## src/rtl/mode_scheduler.sv

```systemverilog
// mode_scheduler: top-level mode controller for the digital clock board.
// Time-shares the four 7-segment digits and the three setting buttons among
// the wall clock (mode 0), stopwatch (mode 1) and countdown timer (mode 2).
// Timer expiry pre-empts the display with a blinking alarm.
//
// Ports:
//   clk, reset (async, active-low)
//   mode_btn_n, set_sec_n, set_min_n, start_n : raw active-low buttons
//   timer_done                                : one-cycle expiry pulse
//   clk_seg, sw_seg, tmr_seg                  : requester digit buses {d3,d2,d1,d0}
//   mode, mode_en                             : current mode, one-hot enable
//   sec_btn_n, min_btn_n, start_btn_n         : debounced levels routed per mode
//   alarm_active                              : high while alarming
//   seg                                       : display bus
module mode_scheduler #(
  parameter int          DEBOUNCE_CYCLES = 500000,
  parameter int          BLINK_HALF      = 25000000,
  parameter int          ALARM_TOGGLES   = 20,
  parameter logic [6:0]  BLANK_SEG       = 7'b1111111
) (
  input  logic        clk,
  input  logic        reset,
  input  logic        mode_btn_n,
  input  logic        set_sec_n,
  input  logic        set_min_n,
  input  logic        start_n,
  input  logic        timer_done,
  input  logic [27:0] clk_seg,
  input  logic [27:0] sw_seg,
  input  logic [27:0] tmr_seg,
  output logic [1:0]  mode,
  output logic [2:0]  mode_en,
  output logic [2:0]  sec_btn_n,
  output logic [2:0]  min_btn_n,
  output logic [2:0]  start_btn_n,
  output logic        alarm_active,
  output logic [27:0] seg
);

  localparam int DB_W = $clog2(DEBOUNCE_CYCLES + 1);
  localparam int BL_W = $clog2(BLINK_HALF + 1);
  localparam int TG_W = $clog2(ALARM_TOGGLES + 1);

  localparam logic [1:0] ST_NORMAL = 2'd0;
  localparam logic [1:0] ST_GAP    = 2'd1;
  localparam logic [1:0] ST_ALARM  = 2'd2;

  // Button index: 0 mode, 1 seconds, 2 minutes, 3 start.
  logic [3:0] raw_n;
  logic [3:0] deb_lvl;
  logic [3:0] press;

  assign raw_n = {start_n, set_min_n, set_sec_n, mode_btn_n};

  genvar gi;
  generate
    for (gi = 0; gi < 4; gi++) begin : g_btn
      logic            s1_q, s2_q, lvl_q, lvl_d, prs_q;
      logic [DB_W-1:0] cnt_q, cnt_d;

      // Count consecutive cycles the synchronized level disagrees with the
      // accepted level; accept it on the last one. Any agreement restarts.
      always_comb begin
        lvl_d = lvl_q;
        cnt_d = '0;
        if (s2_q != lvl_q) begin
          if (cnt_q == DB_W'(DEBOUNCE_CYCLES - 1)) begin
            lvl_d = s2_q;
          end else begin
            cnt_d = cnt_q + 1'b1;
          end
        end
      end

      always_ff @(posedge clk or negedge reset) begin
        if (!reset) begin
          s1_q  <= 1'b1;
          s2_q  <= 1'b1;
          lvl_q <= 1'b1;
          prs_q <= 1'b0;
          cnt_q <= '0;
        end else begin
          s1_q  <= raw_n[gi];
          s2_q  <= s1_q;
          lvl_q <= lvl_d;
          cnt_q <= cnt_d;
          prs_q <= lvl_q & ~lvl_d;
        end
      end

      assign deb_lvl[gi] = lvl_q;
      assign press[gi]   = prs_q;
    end
  endgenerate

  logic [1:0]      state_q, state_d;
  logic [1:0]      mode_q, mode_d;
  logic            phase_q, phase_d;      // 1 = digits visible
  logic [BL_W-1:0] blink_q, blink_d;
  logic [TG_W-1:0] tog_q, tog_d;
  logic [2:0]      mode_en_q, mode_en_d;
  logic            alarm_q, alarm_d;
  logic [2:0]      supp_q, supp_d;        // sec/min/start presses swallowed by the alarm

  always_comb begin
    state_d = state_q;
    mode_d  = mode_q;
    phase_d = phase_q;
    blink_d = blink_q;
    tog_d   = tog_q;

    if (timer_done) begin
      // Expiry beats everything, including a same-cycle mode press.
      state_d = ST_ALARM;
      mode_d  = 2'd2;
      phase_d = 1'b1;
      blink_d = '0;
      tog_d   = '0;
    end else begin
      case (state_q)
        ST_NORMAL: begin
          if (press[0]) state_d = ST_GAP;
        end
        ST_GAP: begin
          state_d = ST_NORMAL;
          mode_d  = (mode_q == 2'd2) ? 2'd0 : mode_q + 2'd1;
        end
        ST_ALARM: begin
          if (|press) begin
            state_d = ST_NORMAL;
          end else if (blink_q == BL_W'(BLINK_HALF - 1)) begin
            blink_d = '0;
            phase_d = ~phase_q;
            if (tog_q != TG_W'(ALARM_TOGGLES)) tog_d = tog_q + 1'b1;
            if (tog_q == TG_W'(ALARM_TOGGLES - 1)) state_d = ST_NORMAL;
          end else begin
            blink_d = blink_q + 1'b1;
          end
        end
        default: begin
          state_d = ST_NORMAL;
          mode_d  = 2'd0;
        end
      endcase
    end

    if (state_d != ST_ALARM) begin
      phase_d = 1'b1;
      blink_d = '0;
      tog_d   = '0;
    end

    case (state_d)
      ST_ALARM: mode_en_d = 3'b100;
      ST_GAP:   mode_en_d = 3'b000;
      default:  mode_en_d = 3'b001 << mode_d;
    endcase
    alarm_d = (state_d == ST_ALARM);

    // A press that dismisses the alarm must not leak to the timer once we
    // are back in NORMAL; hold it off until the button is released.
    for (int i = 0; i < 3; i++) begin
      supp_d[i] = supp_q[i];
      if (!timer_done && state_q == ST_ALARM && press[i+1]) begin
        supp_d[i] = 1'b1;
      end else if (deb_lvl[i+1]) begin
        supp_d[i] = 1'b0;
      end
    end
  end

  always_ff @(posedge clk or negedge reset) begin
    if (!reset) begin
      state_q   <= ST_NORMAL;
      mode_q    <= 2'd0;
      phase_q   <= 1'b1;
      blink_q   <= '0;
      tog_q     <= '0;
      mode_en_q <= 3'b001;
      alarm_q   <= 1'b0;
      supp_q    <= 3'b000;
    end else begin
      state_q   <= state_d;
      mode_q    <= mode_d;
      phase_q   <= phase_d;
      blink_q   <= blink_d;
      tog_q     <= tog_d;
      mode_en_q <= mode_en_d;
      alarm_q   <= alarm_d;
      supp_q    <= supp_d;
    end
  end

  // Routing uses only registered selects, so outputs settle right after the edge.
  always_comb begin
    sec_btn_n   = 3'b111;
    min_btn_n   = 3'b111;
    start_btn_n = 3'b111;
    if (state_q == ST_NORMAL) begin
      for (int i = 0; i < 3; i++) begin
        if (mode_q == 2'(i)) begin
          sec_btn_n[i]   = deb_lvl[1] | supp_q[0];
          min_btn_n[i]   = deb_lvl[2] | supp_q[1];
          start_btn_n[i] = deb_lvl[3] | supp_q[2];
        end
      end
    end
  end

  // Segment data passes straight through so digits are not delayed a cycle;
  // only the selection is registered.
  always_comb begin
    seg = {4{BLANK_SEG}};
    case (state_q)
      ST_NORMAL: begin
        case (mode_q)
          2'd0:    seg = clk_seg;
          2'd1:    seg = sw_seg;
          default: seg = tmr_seg;
        endcase
      end
      ST_ALARM: begin
        if (phase_q) seg = tmr_seg;
      end
      default: seg = {4{BLANK_SEG}};
    endcase
  end

  assign mode         = mode_q;
  assign mode_en      = mode_en_q;
  assign alarm_active = alarm_q;

endmodule

```

## config.mk

```make
export PLATFORM = sky130hd
export DESIGN_NAME = mode_scheduler
export DESIGN_NICKNAME = d
export VERILOG_FILES = /design/src/rtl/mode_scheduler.sv
export SDC_FILE = /design/constraint.sdc
export NUM_CORES = 1
export LEC_CHECK = 0
export ABC_AREA = 1
export CORE_MARGIN = 3
export CORE_UTILIZATION = 30
export DETAILED_ROUTE_END_ITERATION = 10
export PLACE_DENSITY_LB_ADDON = 0.08
export SKIP_CTS_REPAIR_TIMING = 1
export SLEW_MARGIN = 20
export SYNTH_ARGS = -nofsm -noshare
export SYNTH_HDL_FRONTEND = slang
export SYNTH_SLANG_ARGS = --single-unit
```

## constraint.sdc

```tcl
create_clock -name clk -period 4.1 [get_ports clk]
set_clock_uncertainty 0.2 [all_clocks]
set_input_delay 0.615 -clock clk [delete_from_list [all_inputs] [get_ports clk]]
set_output_delay 0.615 -clock clk [all_outputs]
set_load 0.01 [all_outputs]
```

# After elaboration in Yosys (flattened, before gate mapping)
# Cells that the tools add are included.
[op_classes] shift=1 eq_ne=19 addsub=7 n_reduce_logical=18 muxes=63 bitwise=12
[ops] cell="2-to-1 mux 19 bit" count=8
[ops] cell="2-to-1 mux 25 bit" count=5
[ops] cell="one-hot mux 28 bit (2 select lines)" count=2
[ops] cell="adder 19 x 1 -> 19 bit, second input constant" count=4
[ops] cell="equality test 19 bit, second input constant" count=4
[ops] cell="2-to-1 mux 5 bit" count=6
[ops] cell="2-to-1 mux 1 bit" count=28
[ops] cell="2-to-1 mux 28 bit" count=1
[ops] cell="adder 25 x 1 -> 25 bit, second input constant" count=1
[ops] cell="equality test 25 bit, second input constant" count=1
[ops] cell="2-to-1 mux 2 bit" count=7
[ops] cell="2-to-1 mux 3 bit" count=3
[ops] cell="nonzero test 3 bit" count=3
[ops] cell="one-hot mux 2 bit (2 select lines)" count=2
[ops] cell="equality test 2 x 1 -> 1 bit, second input constant" count=3
[ops] cell="equality test 2 bit, second input constant" count=3
[ops] cell="one-hot mux 3 bit (2 select lines)" count=1
[ops] cell="nonzero test 2 bit" count=3
[ops] cell="adder 5 x 1 -> 5 bit, second input constant" count=1
[ops] cell="equality test 5 bit, second input constant" count=1
[ops] cell="!= test 5 bit, second input constant" count=1
[ops] cell="NOT 1 bit" count=5
[ops] cell="bitwise AND 1 bit" count=4
[ops] cell="logical AND 1 bit" count=4
[ops] cell="13 further kinds" count=19
[totals] regBits=134 output_inout_bits=43 word_cells=150 input_bits=91

# Longest topological paths before layout
[logic_depth] ltp_word=9 mapped_depth=18 ltp_nobuf=18

# Least setup slack after synthesis
# Ideal clock, no wire load.
[synth_timing] path_type="register to register" startpoint="register blink_q[0]" endpoint="register blink_q[19]" arrival_ps=2247 path_stages_with_launch=17 required_time_ps=3779 setup_ps=121 slack_ps=1532 path_buffers=1 synth_period_minus_slack_ps=2568 path_cell_list="dfrtp_1 -> ha_1 -> nand3_1 -> inv_1 -> nand2_1 -> nor2_1 -> nand2_1 -> nor3_1 -> o21ai_0 -> ha_1 -> inv_1 -> nor2_4 -> nand2_4 -> buf_6 -> nand3_1 -> xor2_1 -> nor2_1"
[synth_via] elab_chain_len=8 elab_cells_between_ends=15 cone_classes="add/sub (1); eq/ne (3); mux (9); reduce/logical (2)"
[synth_rtl] item="start: declaration" line="99" rtl="logic [BL_W-1:0] blink_q, blink_d;"
[synth_rtl] item="start signal: assignment" line="186" rtl="blink_q <= blink_d;"
[synth_rtl] item="equality test 25 bit *" line="131" rtl="end else if (blink_q == BL_W'(BLINK_HALF - 1)) begin"
[synth_rtl] item="2-to-1 mux 2 bit *" line="131"
[synth_rtl] item="2-to-1 mux 2 bit *" line="129" rtl="if (|press) begin"
[synth_rtl] item="one-hot mux 2 bit (2 select lines) *" line="120" rtl="case (state_q)"
[synth_rtl] item="2-to-1 mux 2 bit *" line="112" rtl="if (timer_done) begin"
[synth_rtl] item="named net state_d[1]" line="96" rtl="logic [1:0] state_q, state_d;"
[synth_rtl] item="!= test 2 bit *" line="147" rtl="if (state_d != ST_ALARM) begin"
[synth_rtl] item="!= test 3 x 2 -> 1 bit (no line) or nonzero test 3 bit (tied branches)"
[synth_rtl] item="AND reduction 2 bit (no line)"
# The timed path passes the listed nets; every way through them passes the cells marked *. The select of a mux whose other input is x is not followed.
# A chain may end at the register's enable or synchronous reset.

# Final worst setup path
[layout_timing] startpoint="register blink_q[0]" endpoint="register blink_q[17]"
# Same word-level chain as after synthesis.

==> reports/results.tsv <==
stage	metric	value	unit
final_layout	layout cell share with drive strength beyond 1	6.17	%
logic_synthesis	Synth Instances	1126	
detailed_routing	drt total wl	23.5	mm
global_route	initial antenna violation count	0	
worst_setup_path	Crit. End Element	flip-flop	
worst_setup_path	WP data required	4240	ps
floorplan	Die Span X	170	um
detailed_routing	DRT iter0 DRCs	420	
logic_synthesis	mux share of post-synthesis cell area	0	%
sta	Slew @ Worst Pin	764	ps
sta	hold violation count in the final report	0	
clocking	CTS Buffer Depth	2	
clocking	clock slew at reported path FFs	60	ps
logic_synthesis	Seq cells post-synth	134	
worst_setup_path	critical path, cell by cell	ha_1 > nand3_1 > inv_1 > nand2_1 > nor2_1 > nand2_1 > nor3_1 > o21ai_0 > ha_1 > inv_1 > nor2_4 > nand2_4 > nand2_1 > inv_2 > nor3_1	
power_and_ir_drop	Clk network pwr share	46.5	%
floorplan	Top Ports	134	
floorplan	total core area	0.0262	sq mm
clocking	H-tree levels	4	
placed_design	Buffers on Ports	133	
global_route	GRT busiest layer	met2	
global_route	met1 usage	21.8	%
worst_setup_path	Max stage delay on crit path	500	ps
outcome	status	complete, no violations	
global_route	GR Util All Layers	16.6	%
power_and_ir_drop	Pwr Total	0.00320	W
floorplan	Rows	59	
worst_setup_path	Arr. time, crit path	3700	ps
sta	Setup violations, final	0	
logic_synthesis	Synth Area in XOR/XNOR	4.57	%
floorplan	Die ar.	0.0289	sq mm
logic_synthesis	Avg Inst Size Synth	7.15	sq um
worst_setup_path	crit path max fanout	32	
sta	setup TNS	0	ps
detailed_routing	DR DRC count	0	
logic_synthesis	Adder-Cell Fraction of Synth Area	1.24	%
power_and_ir_drop	sequential share of power	43.5	%
clocking	Worst-Skew Late Latency	430	ps
worst_setup_path	Crit path buffers/inverters	3	
global_route	gr ovfl total	0	
placed_design	HPWL after DPL	17.8	mm
worst_setup_path	Critical R2R Launch	blink_q[0]	
worst_setup_path	Crit path max-delay family	simple AND/OR/NAND/NOR gates	
worst_setup_path	r2r setup slk	540	ps
power_and_ir_drop	power per cell area	309	mW/mm^2
detailed_routing	vias per inst	4.78	
power_and_ir_drop	LEAKAGE	4.30	nW
power_and_ir_drop	NetSw	0.000823	W
sta	Slew Limit Headroom	49.0	%
clocking	clk sinks	134	
flow_run	max-cap violations	0	
logic_synthesis	synth warn	0	
final_layout	final net count	1366	
worst_setup_path	critical path startpoint category	flip-flop	
logic_synthesis	Synthesized Nets	1225	
sta	hold_ws	45.0	ps
power_and_ir_drop	Switching Share	25.8	%
logic_synthesis	Mapped Area	0.00806	sq mm
worst_setup_path	Worst Path Class, Setup	reg2reg	
min_path	hold crit path type	in2async	
floorplan	initial core utilization	30.7	%
placed_design	Final Wtd Congestion	0.853	
logic_synthesis	compound-gate portion of the synthesized area	7.56	%
worst_setup_path	CP most frequent cell	nand2_1	
global_route	global-route wire length before repair	39.0	mm
final_layout	most common cell after layout, fill and taps aside	nand2_1	
logic_synthesis	part of the Yosys area used for sequential elements	41.8	%
global_route	GR met3 Demand/Resource	3.39	%
sta	post-route minimum period	3560	ps
clocking	CTS Buf Count	17	
power_and_ir_drop	Internal	0.00237	W
clocking	root buf cell	clkbuf_16	
detailed_routing	Vias	7713	
detailed_routing	post-DR wirelength/cell	14.6	um
sta	RSZ-0062 raised after global routing	no	
global_route	GR met2 Demand/Resource	27.4	%
logic_synthesis	Unique masters post-synth	46	
detailed_routing	DR pass1 iterations	4	
worst_setup_path	Worst setup startpoint	blink_q[0]	
worst_setup_path	Worst path slowest cell	nand2_1	
detailed_routing	Antenna Violating Nets Remaining	0	
sta	period utilization	86.9	%
sta	Max Transition Viols Final	0	
final_layout	area grow syn2layout	28.5	%
floorplan	Die H	170	um
final_layout	Ant. Diodes	0	
logic_synthesis	Post-Synth Simple-Gate Area	37.2	%
global_route	vias in the first global route	7638	
logic_synthesis	main combinational cell family by area after synthesis	simple AND/OR/NAND/NOR gates	
clocking	CTS tree	built	
global_route	largest net degree at the start of global routing	84	
sta	Fmax	0.281	GHz
final_layout	most frequent cells in the layout	267 x nand2_1, 214 x nor2_1, 132 x clkdlybuf4s50_1	
power_and_ir_drop	Combinational Power Share	10.0	%
power_and_ir_drop	peak supply drop	300	uV
## final timing paths
check,cells after the start,endpoint
max,15,blink_q[17]
min,1,blink_q[10]
max reg2reg,15,blink_q[17]
min reg2reg,0,g_btn[1].s2_q
max in group asynchronous,2,g_btn[0].s1_q
min in group clk,0,g_btn[1].s2_q
## flip-flops by register name, indices dropped and copies added (netlist names)
register / count
blink_q: 25
g_btn.lvl_q: 4
tog_q: 5
g_btn.s2_q: 4
g_btn.prs_q: 4
g_btn.cnt_q: 76
g_btn.s1_q: 4
mode: 2
phase_q: 1
supp_q: 3
alarm_active: 1
mode_en: 3
state_q: 2
## power by group through the flow
stage / Clock (W) / Combinational (W) / Sequential, W
2_1_floorplan: 0 / 0.000126 / 0.00141
3_3_place_gp: 0 / 0.000325 / 0.00141
3_5_place_dp: 0 / 0.000323 / 0.00141
4_1_cts: 0.00153 / 0.000325 / 0.00139
5_1_grt: 0.00159 / 0.000359 / 0.00140
6_report: 0.00149 / 0.000318 / 0.00139
## synth_stat cells (all sizes together)
| master | instances | share of area (%) |
|---|---|---|
| nand2 | 271 | 13 |
| o21ai | 31 | 2.0 |
| o2111ai | 2 | 0.22 |
| nand3 | 65 | 4.0 |
| xnor2 | 8 | 0.87 |
| dfrtp | 120 | 37 |
| a211oi | 1 | 0.093 |
| a21boi | 2 | 0.19 |
| or2 | 3 | 0.23 |
| buf | 10 | 0.78 |
| a21oi | 35 | 2.2 |
| inv | 135 | 6.3 |
| a21o | 2 | 0.19 |
| a41oi | 2 | 0.22 |
| a31oi | 19 | 1.5 |
| o21a | 2 | 0.19 |
| clkbuf | 12 | 0.56 |
| a32o | 1 | 0.12 |
| nor2 | 218 | 11 |
| nor3 | 47 | 3.0 |
| nand3b | 8 | 0.79 |
| xor2 | 34 | 3.7 |
| ha | 8 | 1.2 |
| nand4 | 55 | 4.5 |
| a22o | 2 | 0.22 |
| nor4 | 7 | 0.54 |
| o31ai | 1 | 0.093 |
| o32ai | 1 | 0.11 |
| dfstp | 14 | 4.6 |
| a31o | 2 | 0.22 |
| o21bai | 1 | 0.093 |
| nor3b | 7 | 0.65 |
## cells by family (layout without fill, tap and decap cells)
kind of cell             count (synthesis)  in the layout
AO/OA/AOI/OAI                          104            104
XOR/XNOR                                42             42
AND/OR/NAND/NOR                        681            681
buffers and inverters                  157            311
adder cells (fa/ha/maj)                  8              8
flip-flops                             134            134
## metal layers
layer,vias to the layer above,routed length (um)
met5,-,0
li1,3951,-
met4,0,447
met3,33,1440
met1,3534,11000
met2,195,10600
## worst register-to-register path, stage by stage (launching register included)
cell and delay [ps]:
dfrtp_1 410, ha_1 240, nand3_1 140, inv_1 90, nand2_1 60, nor2_1 50
nand2_1 150, nor3_1 60, o21ai_0 260, ha_1 340, inv_1 150, nor2_4 220
nand2_4 260, nand2_1 500, inv_2 210, nor3_1 170
## cell type report
cell class / instances / area, sq um
clock buffers: 17 / 425
clock inverters: 15 / 146
fillers: 2797 / 15900
inverters: 135 / 507
multi-input cells: 835 / 4070
flip-flops and latches: 134 / 3370
well taps: 335 / 419
repair buffers: 144 / 1420
## through the flow
stage / instances / setup slack (ps) / utilization (%) / area, sq um
5_1_grt: 1615 / 109 / 39.5 / 10400
2_1_floorplan: 1126 / 1530 / - / 8060
3_5_place_dp: 1583 / 375 / 37.3 / 9780
4_1_cts: 1615 / 523 / 39.5 / 10400
3_3_place_gp: 1583 / 546 / 37.3 / 9780
6_report: 1615 / 538 / 39.5 / 10400
Power figures use the tool's default switching activity.
==> RTL edit (same flow settings) <==
Reset style: synchronous (`reset`), changed in 2 clocked blocks. Comments in the files are not updated.
--- a/src/rtl/mode_scheduler.sv
+++ b/src/rtl/mode_scheduler.sv
@@ -74,3 +74,3 @@
 
-      always_ff @(posedge clk or negedge reset) begin
+      always_ff @(posedge clk) begin
         if (!reset) begin
@@ -171,3 +171,3 @@
 
-  always_ff @(posedge clk or negedge reset) begin
+  always_ff @(posedge clk) begin
     if (!reset) begin
Behaviour: differs if reset is asserted again (counterexample within 4 cycles, from zero or initial values and one cycle with reset low); with reset held inactive, the same outputs for 4 cycles.
==> RTL edit against the original RTL <==
  * Critical path depth shrank 10
  * Largest power group unchanged
  * Total power shrank 4.4%
  * Die area shrank 8.0%
  * Sequential cell count is the same
  * Sequential share of layout area shrank 4.6 points
  * Combinational power shrank 3%
  * Design area shrank 7.4%
  * Register-to-register slack gained 0.84 ns
  * Sequential power shrank 5%
  * First-iteration DRC count grew 7.6%
  * Worst setup slack gained 0.12 ns
  * Wire length shrank 12%
  * Area after synthesis shrank 8.3%
==> RTL edit: results (changes against the original RTL) <==
reg2reg_depth: 13  # -2
final_nets: 1379  # +0.95%
synth_commonest_cells: "276 x nand2_1, 186 x nor2_1, 147 x inv_1, 134 x dfxtp_1, 78 x nand3_1"
placed_area_um2: 9040  # -7.6%
via_per_inst: 4.59  # -3.9%
reg2reg_slack_ns: 1.38  # +0.84 ns
synthCells: 1146  # +1.8%
met3_usage_pct: 3.03  # -0.36 points
cp-endpoint: "sec_btn_n[1]"
critPathSlowestCell: "clkdlybuf4s50_1"
dr.first_iter.drc_count: 452  # +7.6%
vdd.ir_drop.worst_mv: 0.211  # -30%
place_hpwl_mm: 15.7  # -12%
dr_wl_met2_mm: 9.48  # -11%
grt_use_met1_pct: 20.9  # -0.93 points
ys_types: 40  # -13%
vias: 7390  # -4.2%
async_flop_share_pct: 0  # -100 points
worst_slack_ns: 0.655  # +0.118 ns
status: "finished clean"
timing.rr.start: "state_q[1]$_SDFF_PN0_"
grt_util_met2_pct: 25.1  # -2.3 points
nFillCells: 2539  # -9.2%
grt_pass1_wl_mm: 33.6  # -14%
wl_met1_mm: 10.2  # -7.7%
cp-startpoint: "state_q[0]$_SDFF_PN0_"
grt_max_degree: 33  # -61%
swShare_pct: 23.9  # -1.8 points
synth-seq-area-share_pct: 36.3  # -5.5 points
place_congestion: 0.815  # -4.5%
timing.hold.ws_ns: 0.211  # +0.166 ns
leakage_uw: 0.00351  # -18%
netlist.top_cell.by_area: "dfxtp_1"
RTL edit: cell types whose count changed after synthesis, sizes merged, moves of 16 or more:
cell   change
a21oi     +31
dfrtp    -120
nand4     -16
nor2      -19
dfxtp    +134
inv       +17
or2       +16
RTL edit: power groups by stage:
stage	sequential (uW)	combinational [uW]	clock [uW]
floorplan	1350	122	0
global placement	1350	311	0
detailed placement	1350	309	0
CTS	1320	311	1480
global route	1320	335	1530
finish	1320	307	1430
RTL edit: worst min-delay path by stage:
stage	from	to	cells past startpoint
after floorplan	g_btn[0].s1_q$_SDFF_PN1_	g_btn[0].s2_q$_SDFF_PN1_	1
after global placement	g_btn[1].s1_q$_SDFF_PN1_	g_btn[1].s2_q$_SDFF_PN1_	1
after detailed placement	g_btn[0].s1_q$_SDFF_PN1_	g_btn[0].s2_q$_SDFF_PN1_	1
after CTS	g_btn[0].s1_q$_SDFF_PN1_	g_btn[0].s2_q$_SDFF_PN1_	1
after global routing	g_btn[1].s1_q$_SDFF_PN1_	g_btn[1].s2_q$_SDFF_PN1_	1
final	g_btn[3].s1_q$_SDFF_PN1_	g_btn[3].s2_q$_SDFF_PN1_	1
RTL edit: kinds of logic after synthesis:
group	share of synthesized area, %
compound gates	8.99
xor+xnor	2.96
fa+ha+maj	1.35
buf+inv	9.36
flops	36.3
simple gates	41.0
RTL edit: cell type report:
cell class / instances / area (um^2) / area share, %
clock inverter: 12 / 105 / 1.10
timing repair buffer: 138 / 1370 / 14.3
tap: 319 / 399 / 4.16
multi-input combinational: 836 / 4020 / 41.9
clock buffer: 18 / 439 / 4.58
inverter: 153 / 574 / 5.99
sequential: 134 / 2680 / 28.0
RTL edit: worst max-delay path: cells and delay by family (launching register included):
family,cells,cell delay [ns]
buffers and inverters,2,0.95
flip-flops,1,0.38
AND/OR/NAND/NOR,3,0.90
